### config.mk
export PLATFORM = sky130hd
export DESIGN_NAME = pitch_tuner
export DESIGN_NICKNAME = d
export VERILOG_FILES = /design/src/rtl/thr_pkg.sv /design/src/rtl/sync_edge.sv /design/src/rtl/pitch_tuner.sv
export SDC_FILE = /design/constraint.sdc
export NUM_CORES = 1
export LEC_CHECK = 0
export ABC_AREA = 1
export BUFFER_PORTS_ARGS = -buffer_cell sky130_fd_sc_hd__buf_2
export CORE_MARGIN = 10
export CORE_UTILIZATION = 50
export DETAILED_ROUTE_END_ITERATION = 7
export PLACE_DENSITY = 0.67
export RECOVER_POWER = 25
export SETUP_SLACK_MARGIN = 0.5
export SLEW_MARGIN = 20
export SYNTH_ARGS = -nofsm -noshare
export SYNTH_HDL_FRONTEND = slang
export SYNTH_HIERARCHICAL = 1
export SYNTH_SLANG_ARGS = --single-unit
export TNS_END_PERCENT = 30
### constraint.sdc
create_clock -name clock -period 3.6 [get_ports clock]
set_clock_uncertainty 0.15 [all_clocks]
set_input_delay 0.18 -clock clock [delete_from_list [all_inputs] [get_ports clock]]
set_output_delay 0.18 -clock clock [all_outputs]
set_load 0.01 [all_outputs]
### src/rtl/thr_pkg.sv
// Shared types and default constants for the pitch-antenna tuner.
package thr_pkg;

  localparam int unsigned TW_W           = 32;
  localparam int unsigned DEF_MAX_WORD   = 8796115;
  localparam int unsigned DEF_CAL_PERIOD = 1000;

  typedef enum logic {
    IDLE    = 1'b0,
    MEASURE = 1'b1
  } state_t;

endpackage

### src/rtl/sync_edge.sv
// Two-flop synchronizer for an asynchronous square wave plus a registered
// single-cycle rising-edge pulse.
module sync_edge (
  input  logic clock,
  input  logic reset,
  input  logic din,
  output logic rise
);

  logic meta;
  logic sync;
  logic prev;

  always_ff @(posedge clock or negedge reset) begin
    if (!reset) begin
      meta <= 1'b0;
      sync <= 1'b0;
      prev <= 1'b0;
      rise <= 1'b0;
    end else begin
      meta <= din;
      sync <= meta;
      prev <= sync;
      rise <= sync & ~prev;
    end
  end

endmodule

### src/rtl/pitch_tuner.sv
// Measures the antenna oscillator period against a calibrated reference and
// produces a smoothed, saturated DDS phase increment.
module pitch_tuner
  import thr_pkg::*;
#(
  parameter int unsigned CNT_W        = 20,
  parameter int unsigned TIMEOUT      = 1000000,
  parameter int unsigned MIN_PERIOD   = 4,
  parameter int unsigned GAIN_SHIFT   = 8,
  parameter int unsigned SMOOTH_SHIFT = 3,
  parameter int unsigned MAX_WORD     = DEF_MAX_WORD,
  parameter int unsigned CAL_DEFAULT  = DEF_CAL_PERIOD
) (
  input  logic             clock,
  input  logic             reset,
  input  logic             sensor_in,
  input  logic             calibrate,
  output logic [TW_W-1:0]  tuningWord,
  output logic             word_valid,
  output logic [CNT_W-1:0] period_out,
  output logic             cal_done,
  output logic             no_signal
);

  logic                   rise;
  state_t                 state;
  state_t                 state_next;
  logic [CNT_W-1:0]       cnt;
  logic [CNT_W-1:0]       cal_period;
  logic                   cal_pending;
  logic                   p1_valid;
  logic                   p1_cal;
  logic [CNT_W-1:0]       p1_delta;
  logic                   p2_valid;
  logic                   p2_cal;
  logic [TW_W-1:0]        p2_target;
  logic signed [TW_W:0]   filt;
  logic                   arm_c;
  logic                   accept_c;
  logic                   timeout_c;
  logic                   cal_hit_c;
  logic [TW_W-1:0]        gained_c;
  logic [TW_W-1:0]        target_c;
  logic signed [TW_W:0]   diff_c;
  logic signed [TW_W:0]   filt_next_c;

  sync_edge u_sync_edge (
    .clock (clock),
    .reset (reset),
    .din   (sensor_in),
    .rise  (rise)
  );

  always_ff @(posedge clock or negedge reset) begin
    if (!reset) state <= IDLE;
    else        state <= state_next;
  end

  always_comb begin
    state_next = state;
    if (timeout_c)  state_next = IDLE;
    else if (arm_c) state_next = MEASURE;
  end

  // The first edge after silence only arms the counter; later edges close a period.
  always_comb begin
    arm_c    = 1'b0;
    accept_c = 1'b0;
    case (state)
      IDLE:    arm_c    = rise;
      MEASURE: accept_c = rise && (cnt >= CNT_W'(MIN_PERIOD));
      default: ;
    endcase
  end

  // Counter parks at TIMEOUT, so the timeout fires once on the step into it.
  assign timeout_c = !rise && (cnt == CNT_W'(TIMEOUT - 1));
  assign cal_hit_c = accept_c && (cal_pending || calibrate);

  always_ff @(posedge clock or negedge reset) begin
    if (!reset)                     cnt <= CNT_W'(TIMEOUT);
    else if (rise)                  cnt <= CNT_W'(1);
    else if (cnt != CNT_W'(TIMEOUT)) cnt <= cnt + CNT_W'(1);
  end

  always_ff @(posedge clock or negedge reset) begin
    if (!reset) begin
      cal_pending <= 1'b0;
      cal_period  <= CNT_W'(CAL_DEFAULT);
    end else if (cal_hit_c) begin
      cal_pending <= 1'b0;
      cal_period  <= cnt;
    end else if (calibrate) begin
      cal_pending <= 1'b1;
    end
  end

  // P1: latch the period and how far it sits below the reference.
  always_ff @(posedge clock or negedge reset) begin
    if (!reset) begin
      p1_valid   <= 1'b0;
      p1_cal     <= 1'b0;
      p1_delta   <= '0;
      period_out <= '0;
      cal_done   <= 1'b0;
    end else begin
      p1_valid <= accept_c;
      p1_cal   <= cal_hit_c;
      cal_done <= cal_hit_c;
      if (accept_c) begin
        period_out <= cnt;
        p1_delta   <= (cal_period > cnt) ? cal_period - cnt : '0;
      end
    end
  end

  assign gained_c = TW_W'(p1_delta) << GAIN_SHIFT;
  assign target_c = (gained_c > TW_W'(MAX_WORD)) ? TW_W'(MAX_WORD) : gained_c;

  // P2: scaled and clamped target word.
  always_ff @(posedge clock or negedge reset) begin
    if (!reset) begin
      p2_valid  <= 1'b0;
      p2_cal    <= 1'b0;
      p2_target <= '0;
    end else begin
      p2_valid <= p1_valid;
      p2_cal   <= p1_cal;
      if (p1_valid) p2_target <= target_c;
    end
  end

  assign diff_c      = $signed({1'b0, p2_target}) - filt;
  assign filt_next_c = filt + (diff_c >>> SMOOTH_SHIFT);

  // P3: first-order IIR toward the target; calibration and timeout zero it.
  always_ff @(posedge clock or negedge reset) begin
    if (!reset) begin
      filt       <= '0;
      tuningWord <= '0;
      word_valid <= 1'b0;
    end else begin
      word_valid <= 1'b0;
      if (timeout_c) begin
        filt       <= '0;
        tuningWord <= '0;
        word_valid <= 1'b1;
      end else if (p2_valid) begin
        word_valid <= 1'b1;
        if (p2_cal) begin
          filt       <= '0;
          tuningWord <= '0;
        end else begin
          filt       <= filt_next_c;
          tuningWord <= filt_next_c[TW_W-1:0];
        end
      end
    end
  end

  always_ff @(posedge clock or negedge reset) begin
    if (!reset)         no_signal <= 1'b1;
    else if (timeout_c) no_signal <= 1'b1;
    else if (arm_c)     no_signal <= 1'b0;
  end

endmodule

==> results of run 1 <==
==> synth_stat cells, types with 2 or more instances <==
cell,number
nor4_1,9
nand2_2,2
o22ai_1,11
nand2_1,541
o31ai_1,2
and3_1,2
a31oi_1,9
buf_4,34
nor3_1,24
o21bai_1,18
nor2_2,5
fa_1,2
nand3_2,2
clkbuf_2,2
buf_2,5
dfrtp_1,132
buf_6,3
nand4_1,21
nor2_1,175
dfstp_2,14
nor3_4,2
a21boi_0,4
o21a_1,3
ha_1,84
nand3_1,89
o21ai_1,8
and2_1,2
nand3b_1,11
xor2_1,19
xnor2_1,13
a21o_1,11
inv_2,9
inv_1,229
a21oi_1,85
clkbuf_1,8
nor3b_1,2
o21ai_0,97
==> layout make-up <==
type | instances | area, sq um
fillers | 1745 | 6800
flip-flops and latches | 146 | 3680
clock inverters | 15 | 180
multi-input cells | 1262 | 8700
clock buffers | 17 | 425
repair buffers | 215 | 1530
well taps | 285 | 357
inverters | 239 | 912
==> kinds of logic (layout without fill, tap and decap cells) <==
logic type,count (synthesis),count (layout),share of synthesized area [%]
AO/OA/AOI/OAI,255,255,12.4
XOR/XNOR,32,32,2.46
adder cells (fa/ha/maj),86,86,9.56
buffers and inverters,292,486,11.1
flip-flops,146,146,32.2
AND/OR/NAND/NOR,889,889,32.2
==> registers in the layout, summed over array words and instances, names as in the netlist <==
signal,count
cal_pending,1
cal_period,20
cnt,20
filt,2
no_signal,1
p1_cal,1
p1_delta,20
p1_valid,1
p2_cal,1
p2_target,21
p2_valid,1
period_out,20
state,1
tuningWord,31
u_sync_edge/meta,1
u_sync_edge/prev,1
u_sync_edge/rise,1
u_sync_edge/sync,1
word_valid,1
==> how the worst max path moves through the flow <==
stage,start,to,slack (ns),cells after the start
floorplan,p2_target[7],tuningWord[30],0.60,20
global placement,tuningWord[6],tuningWord[25],-0.13,21
detailed placement,tuningWord[6],tuningWord[25],-0.19,21
CTS,p2_target[7],filt[32],0.38,24
global route,tuningWord[11],tuningWord[17],0.04,21
finish,tuningWord[11],filt[32],0.17,24
==> through the flow <==
step / util (%) / TNS, ns / hold WS, ns
2_1_floorplan: - / 0 / -0.266
3_3_place_gp: 55.1 / -0.834 / 0.138
3_5_place_dp: 55.1 / -1.32 / 0.140
4_1_cts: 64.8 / 0 / 0.208
5_1_grt: 69.9 / 0 / 0.215
6_report: 69.9 / 0 / 0.213
==> cell usage in the layout (no fill, tap or decap), drive strengths merged <==
| cell | Yosys | layout |
|---|---|---|
| nand2 | 543 | 543 |
| inv | 238 | 245 |
| buf | 42 | 188 |
| nor2 | 180 | 180 |
| dfrtp | 132 | 132 |
| o21ai | 106 | 106 |
| nand3 | 91 | 91 |
| a21oi | 85 | 85 |
| ha | 84 | 84 |
| clkbuf | 11 | 41 |
| nor3 | 27 | 27 |
| nand4 | 21 | 21 |
| xor2 | 19 | 19 |
| o21bai | 18 | 18 |
| dfstp | 14 | 14 |
| xnor2 | 13 | 13 |
| a21o | 11 | 11 |
| nand3b | 11 | 11 |
| o22ai | 11 | 11 |
| a31oi | 9 | 9 |
| nor4 | 9 | 9 |
| clkinv | 1 | 8 |
| a21boi | 4 | 4 |
| o21a | 3 | 3 |
| dlygate4sd3 | 0 | 3 |
| and3 | 2 | 2 |
| o31ai | 2 | 2 |
| fa | 2 | 2 |
| nor3b | 2 | 2 |
| and2 | 2 | 2 |
| o32ai | 1 | 1 |
| a22oi | 1 | 1 |
| o211ai | 1 | 1 |
| or2 | 1 | 1 |
| a221oi | 1 | 1 |
| o22a | 1 | 1 |
| a211oi | 1 | 1 |
| clkinvlp | 0 | 1 |
==> critical path: stages, from the launching register on <==
cell and delay, ns:
dfrtp_1 0.42, inv_2 0.08, ha_4 0.33, nand2_4 0.08, nor2_4 0.11, nor3b_4 0.19, nand2_1 0.10, nand2_2 0.13
buf_6 0.13, a21oi_2 0.05, xnor2_1 0.26, buf_4 0.21, ha_4 0.23, nand2_4 0.11, inv_2 0.04, nand2_1 0.08
nand2_2 0.07, nand2_2 0.07, nand2_2 0.06, nand2_2 0.06, nand2_2 0.06, a21oi_2 0.10, nand2_1 0.06, nand3_1 0.08
nand2_1 0.05
==> metal layers <==
layer	vias to the layer above	GRT usage (%)	part of all wire [%]
met2	484	46.2	50
li1	5791	-	-
met4	0	10.9	4.7
met1	5818	30.1	39
met5	-	0	0
met3	135	4.31	6.2
==> repair_timing <==
item	CTS	global route
gates resized for setup	288	232
setup endpoints to repair	26	27
setup buffers	39	19
hold endpoints to repair	92	0
hold buffers	3	0
pin swaps	124	142
==> results.toml, run 1 <==
[synth]
synth_cell_types = 48
synthFlopType = "dfrtp_1"
ys_seq_area_share_pct = 32.2
async_flop_share_pct = 100
synth_area_leaders = "dfrtp_1 29%, nand2_1 18%, ha_1 9.2%"
synth_edf_count = 0
yosysTopAreaCellShare_pct = 29.0
yosys.area.top_type = "dfrtp_1"
syn_nets = 1790
ys_seq_elements = 146
syn_inst = 1700
syn_area_sq_mm = 0.0114
yosys_warnings = 6
syn_area_per_cell_sq_um = 6.71

[flow_run]
max_cap_viol_count = 1

[timing]
hold_viol_final = 0
rsz0062_at_grt = "true"
max_slew.worst_pin.slew_ns = 2.55
maxSlewViolCount = 97
slew_headroom_pct = -70.0
setup_viol = 0
min_period_ns = 3.43
final.setup.worst_slack_ns = 0.166
finalCritPeriodShare_pct = 95.4
fmax_mhz = 291

[clock_tree]
root_buffer = "clkbuf_16"
cts_sinks = 146
worstSkewPairLatency_ns = 0.45
cts_buffer_depth = 2
numCtsBuffers = 17
clkTransAtPathRegs_ns = 0.08
htreeDepth = 4
cts_tree = "built"

[outcome]
violations = "design-rule violations, max-capacitance violations, max-slew violations"
outcome = "finished, violations left"

[place]
post-place-ws_ns = -0.189
dpl-instance-area_sq_mm = 0.0124
numPortBuffers = 58
dpl.cell_count = 2086
gp_congestion = 1.01
dp_hpwl_um = 27900

[worst_setup_path]
arrival_ns = 3.62
r2r-start = "tuningWord[11]"
reg2reg_slack_ns = 0.17
crit_path_end_kind = "flop"
required_ns = 3.79
cp_max_fo = 4
criticalPathCategory = "flop to flop"
start_kind = "flop"
reg2reg_depth = 24
rr_endpoint = "filt[32]"

[detailed_routing]
drtAntennaViolNets = 0
dr.pass1.iters = 8
drt_wl_total_um = 40400
drtIter0Drc = 1106
vias_per_cell = 5.61
dr_total_vias = 12200
drt-wirelength-per-cell_um = 18.6
drc = 1

[grt]
grt_pass1_wl_um = 60400
grt_max_degree = 98
antenna_found_initial = 0
first_global_vias = 11800
grt_overflow = 0
track_usage_pct = 25.9

[floorplanning]
rows = 55
core_sq_mm = 0.0226
die_y_um = 171
fp.dieW_um = 171
start_util_pct = 50.5
io_pins = 59
die_area_sq_mm = 0.0293

[worst_hold_path]
hold_depth = 0
hold_path.class = "flop to flop"
min_to = "u_sync_edge/sync"
worstHoldStart = "u_sync_edge/meta"

[finish]
fin_nets = 1971
area_growth_pct = 38.3
drive_gt1_share_pct = 33.4
design_area_sq_mm = 0.0158
num_antenna_cells = 0
finalNonFillerCells = 2179
Power of run 1 is not shown: default switching activity piles up to over one toggle a cycle in this logic, so the estimate is an artifact.
==> inputs of run 2 (changes only) <==
--- a/config.mk
+++ b/config.mk
@@ -8,9 +8,8 @@
 export ABC_AREA = 1
 export BUFFER_PORTS_ARGS = -buffer_cell sky130_fd_sc_hd__buf_2
 export CORE_MARGIN = 10
-export CORE_UTILIZATION = 50
+export CORE_UTILIZATION = 33
 export DETAILED_ROUTE_END_ITERATION = 7
-export PLACE_DENSITY = 0.67
 export RECOVER_POWER = 25
 export SETUP_SLACK_MARGIN = 0.5
 export SLEW_MARGIN = 20
==> results.toml, run 2 (same netlist as run 1, synthesis figures left out) <==
[clock_tree]
cts_sinks = 146
cts_tree = "built"
root_buffer = "clkbuf_16"
cts_buffer_depth = 2
clkTransAtPathRegs_ns = 0.07
worstSkewPairLatency_ns = 0.46
htreeDepth = 4
numCtsBuffers = 17

[timing]
finalCritPeriodShare_pct = 92.9
whs_ns = 0.209
maxSlewViolCount = 73
setup_viol = 0
fmax_mhz = 299
min_period_ns = 3.34
max_slew.worst_pin.slew_ns = 2.00
hold_viol_final = 0
rsz0062_at_grt = "true"
slew_headroom_pct = -33.2

[flow_run]
max_cap_viol_count = 1

[worst_setup_path]
start_kind = "flop"
rr_endpoint = "tuningWord[26]"
criticalPathCategory = "flop to flop"
required_ns = 3.80
r2r-start = "p2_target[7]"
arrival_ns = 3.54
reg2reg_slack_ns = 0.26
critPathTopFamily = "simple AND/OR/NAND/NOR gates"
cp_slowest_stage_delay_ns = 0.50
worst-path-buf-inv = 3
cp_max_fo = 5
startpoint = "p2_target[7]"
cpMostUsedCell = "nand2_1"
cpMaxStageDelayCell = "dfrtp_2"
crit_path_end_kind = "flop"
crit_chain = "ha_4, nand2_2, nor2_2, inv_1, nor2_1, nand4_1, nand4_1, xor2_2, ha_4, nand2_4, inv_1, nand2_1, nand3_2, inv_1, nand2_1, nand2_1, nand4_1, nand3_2, nand2_1"
reg2reg_depth = 19

[detailed_routing]
vias_per_cell = 5.01
drc = 0
dr.pass1.iters = 5
drt_wl_total_um = 38100
dr_total_vias = 11700
drtIter0Drc = 743
drtAntennaViolNets = 0
drt-wirelength-per-cell_um = 16.3

[outcome]
outcome = "finished, violations left"
violations = "max-capacitance violations, max-slew violations"

[grt]
first_global_vias = 11500
grt_overflow = 0
track_usage_pct = 17.7
antenna_found_initial = 1
grt_pass1_wl_um = 59700
grt_max_degree = 74

[finish]
largest_reg_flops = 31
top_regs = "tuningWord: 31 flops, p2_target: 21 flops"
layout_commonest_cell = "nand2_1"
mostFrequentLayoutCells = "426 x nand2_1, 200 x inv_1, 134 x buf_4, 128 x dfrtp_1, 123 x nor2_1"
fin_nets = 1962
top_register = "tuningWord"
n_fill_cell = 3379
num_antenna_cells = 0
area_growth_pct = 37.0
drive_gt1_share_pct = 32.6

[floorplanning]
fp.dieW_um = 206
rows = 68
die_area_sq_mm = 0.0424
die_y_um = 206
core_sq_mm = 0.0343
start_util_pct = 33.3
io_pins = 59

[worst_hold_path]
hold_depth = 0
hold_path.class = "flop to flop"
min_to = "u_sync_edge/sync"
worstHoldStart = "u_sync_edge/meta"

[place]
dp_hpwl_um = 27900
numPortBuffers = 58
gp_congestion = 0.965
==> run 2: how the worst max path moves through the flow <==
stage / to / slack, ns / cells past startpoint
2_1_floorplan: tuningWord[30] / 0.60 / 20
3_3_place_gp: tuningWord[26] / -0.15 / 22
3_5_place_dp: tuningWord[26] / -0.12 / 22
4_1_cts: filt[32] / 0.35 / 24
5_1_grt: tuningWord[30] / 0.12 / 22
6_report: tuningWord[26] / 0.26 / 19
==> run 2: area by class of cell <==
type | instances | area, sq um | share of cell area (%)
multi-input combinational | 1262 | 8420 | 53.9
inverter | 239 | 905 | 5.79
clock buffer | 17 | 425 | 2.72
timing repair buffer | 206 | 1450 | 9.27
tap | 455 | 569 | 3.64
clock inverter | 15 | 188 | 1.20
sequential | 146 | 3680 | 23.5
==> run 2: what timing repair did <==
action	CTS	global route
gates resized for setup	234	232
setup endpoints to repair	26	28
buffers inserted	29	23
hold buffers	3	0
gates cloned	0	0
pin swaps	88	138
endpoints found under the hold margin	70	0
==> run 2: metrics by stage <==
step	std cells	worst slack [ns]	area (sq um)	utilization, %	setup TNS (ns)
4_1_cts	2317	0.354	14500	42.3	0
2_1_floorplan	1700	0.602	11400	-	0
3_3_place_gp	2253	-0.145	12600	36.8	-0.480
6_report	2340	0.256	15600	45.6	0
5_1_grt	2340	0.117	15600	45.6	0
3_5_place_dp	2253	-0.123	12600	36.8	-0.505
==> run 2: layer usage <==
metal / GRT usage [%] / part of all wire, %
met5: 0 / 0
met4: 6.18 / 2.5
met3: 2.79 / 4.4
met2: 30.2 / 49
met1: 22.3 / 44
Power of run 2 is left out for the same reason.
==> inputs of run 3 (changes only) <==
--- a/config.mk
+++ b/config.mk
@@ -10,8 +10,9 @@
 export CORE_MARGIN = 10
 export CORE_UTILIZATION = 33
 export DETAILED_ROUTE_END_ITERATION = 7
-export RECOVER_POWER = 25
+export RECOVER_POWER = 100
 export SETUP_SLACK_MARGIN = 0.5
+export SKIP_CTS_REPAIR_TIMING = 1
 export SLEW_MARGIN = 20
 export SYNTH_ARGS = -nofsm -noshare
 export SYNTH_HDL_FRONTEND = slang
==> results.toml, run 3 (same netlist as run 1, synthesis figures left out) <==
[outcome]
outcome = "finished, violations left"
violations = "max-capacitance violations, max-slew violations"

[flow_run]
max_cap_viol_count = 1

[clock_tree]
root_buffer = "clkbuf_16"
cts_buffer_depth = 2
clkTransAtPathRegs_ns = 0.08
htreeDepth = 4
numCtsBuffers = 17
worstSkewPairLatency_ns = 0.46
cts_sinks = 146
cts_tree = "built"

[worst_hold_path]
hold_path.class = "flop to flop"
hold_depth = 0
worstHoldStart = "u_sync_edge/meta"
min_to = "u_sync_edge/sync"

[place]
dp_hpwl_um = 27900
numPortBuffers = 58
dpl-instance-area_sq_mm = 0.0126
gp_congestion = 0.965

[grt]
grt_max_degree = 74
gr-usage-met2_pct = 28.9
first_global_vias = 11000
grt.busiest_layer = "met2"
track_usage_pct = 17.0
grt_overflow = 0
antenna_found_initial = 0
gr-usage-met1_pct = 21.8
grt_pass1_wl_um = 57400
use_met3_pct = 2.77

[floorplanning]
start_util_pct = 33.3
io_pins = 59
die_y_um = 206
core_sq_mm = 0.0343
fp.dieW_um = 206
rows = 68
die_area_sq_mm = 0.0424

[finish]
n_fill_cell = 3508
layout_commonest_cell = "nand2_1"
num_antenna_cells = 0
mostFrequentLayoutCells = "458 x nand2_1, 213 x inv_1, 132 x nor2_1, 129 x dfrtp_1"
area_growth_pct = 30.3
post-route-util_pct = 43.4
top_regs = "tuningWord: 31 flops, p2_target: 21 flops"
fin_nets = 1940
top_register = "tuningWord"
drive_gt1_share_pct = 24.8
design_area_sq_mm = 0.0149
largest_reg_flops = 31

[worst_setup_path]
criticalPathCategory = "flop to flop"
reg2reg_slack_ns = 0.19
cp_max_fo = 5
reg2reg_depth = 18
r2r-start = "p2_target[7]"
required_ns = 3.78
rr_endpoint = "tuningWord[14]"
crit_path_end_kind = "flop"
start_kind = "flop"
arrival_ns = 3.59

[detailed_routing]
dr_total_vias = 11500
dr.pass1.iters = 5
drt-wirelength-per-cell_um = 16.1
drt_wl_total_um = 37300
drtIter0Drc = 764
drc = 0
drtAntennaViolNets = 0
vias_per_cell = 4.97

[timing]
slew_headroom_pct = -32.8
min_period_ns = 3.41
fmax_mhz = 294
max_slew.worst_pin.slew_ns = 1.99
hold_viol_final = 0
finalSetupTns_ns = 0
setup_viol = 0
maxSlewViolCount = 73
finalCritPeriodShare_pct = 94.6
rsz0062_at_grt = "true"
-- run 3: cell count changes in the layout (fill, tap and decap cells not counted), moves of 7 or more --
cell | previous run | this run
nand2_4 | 31 | 13
nand3_2 | 16 | 9
buf_4 | 134 | 91
inv_1 | 200 | 213
nand2_1 | 426 | 458
inv_2 | 37 | 24
clkbuf_1 | 8 | 54
nand2_2 | 86 | 72
nor2_1 | 123 | 132
nand3_1 | 72 | 81
buf_2 | 49 | 23
-- run 3: stage by stage --
stage	hold slack, ns	setup WS [ns]	instances
finish	0.209	0.194	2318
global route	0.204	0.0102	2318
CTS	-0.382	-0.154	2285
detailed placement	0.108	-0.123	2253
global placement	0.103	-0.145	2253
floorplan	-0.266	0.602	1700
-- run 3: cell type report --
class,instances,area (sq um),area share [%]
tap,455,569,3.83
clock buffer,17,425,2.86
multi-input combinational,1262,7950,53.5
inverter,239,902,6.07
sequential,146,3670,24.7
timing repair buffer,184,1160,7.78
clock inverter,15,188,1.26
-- run 3: worst max-delay path, stage by stage (launching register included) --
cell	delay, ns
dfrtp_2	0.50
ha_4	0.33
nand2_4	0.07
inv_2	0.07
nand3_2	0.10
o21bai_4	0.14
buf_6	0.12
a21o_1	0.16
xor2_1	0.18
ha_1	0.33
nand2_2	0.13
inv_1	0.07
nand2_1	0.06
nand3_1	0.09
a21oi_1	0.18
nand2_2	0.14
nand2_1	0.09
nand2_1	0.05
o21ai_0	0.30
-- run 3: worst max-delay path by stage --
stage	start	endpoint	slack, ns	depth (start not counted)
global route	tuningWord[11]	tuningWord[26]	0.01	22
detailed placement	tuningWord[12]	tuningWord[26]	-0.12	22
CTS	tuningWord[12]	tuningWord[26]	-0.15	22
global placement	tuningWord[12]	tuningWord[26]	-0.15	22
finish	p2_target[7]	tuningWord[14]	0.19	18
floorplan	p2_target[7]	tuningWord[30]	0.60	20
-- run 3: routing by layer --
layer	part of all wire [%]	wire length, um
met5	0	0
met4	2.8	1060
met3	4.1	1540
met2	48	17900
met1	45	16800
Power of run 3 is left out for the same reason.
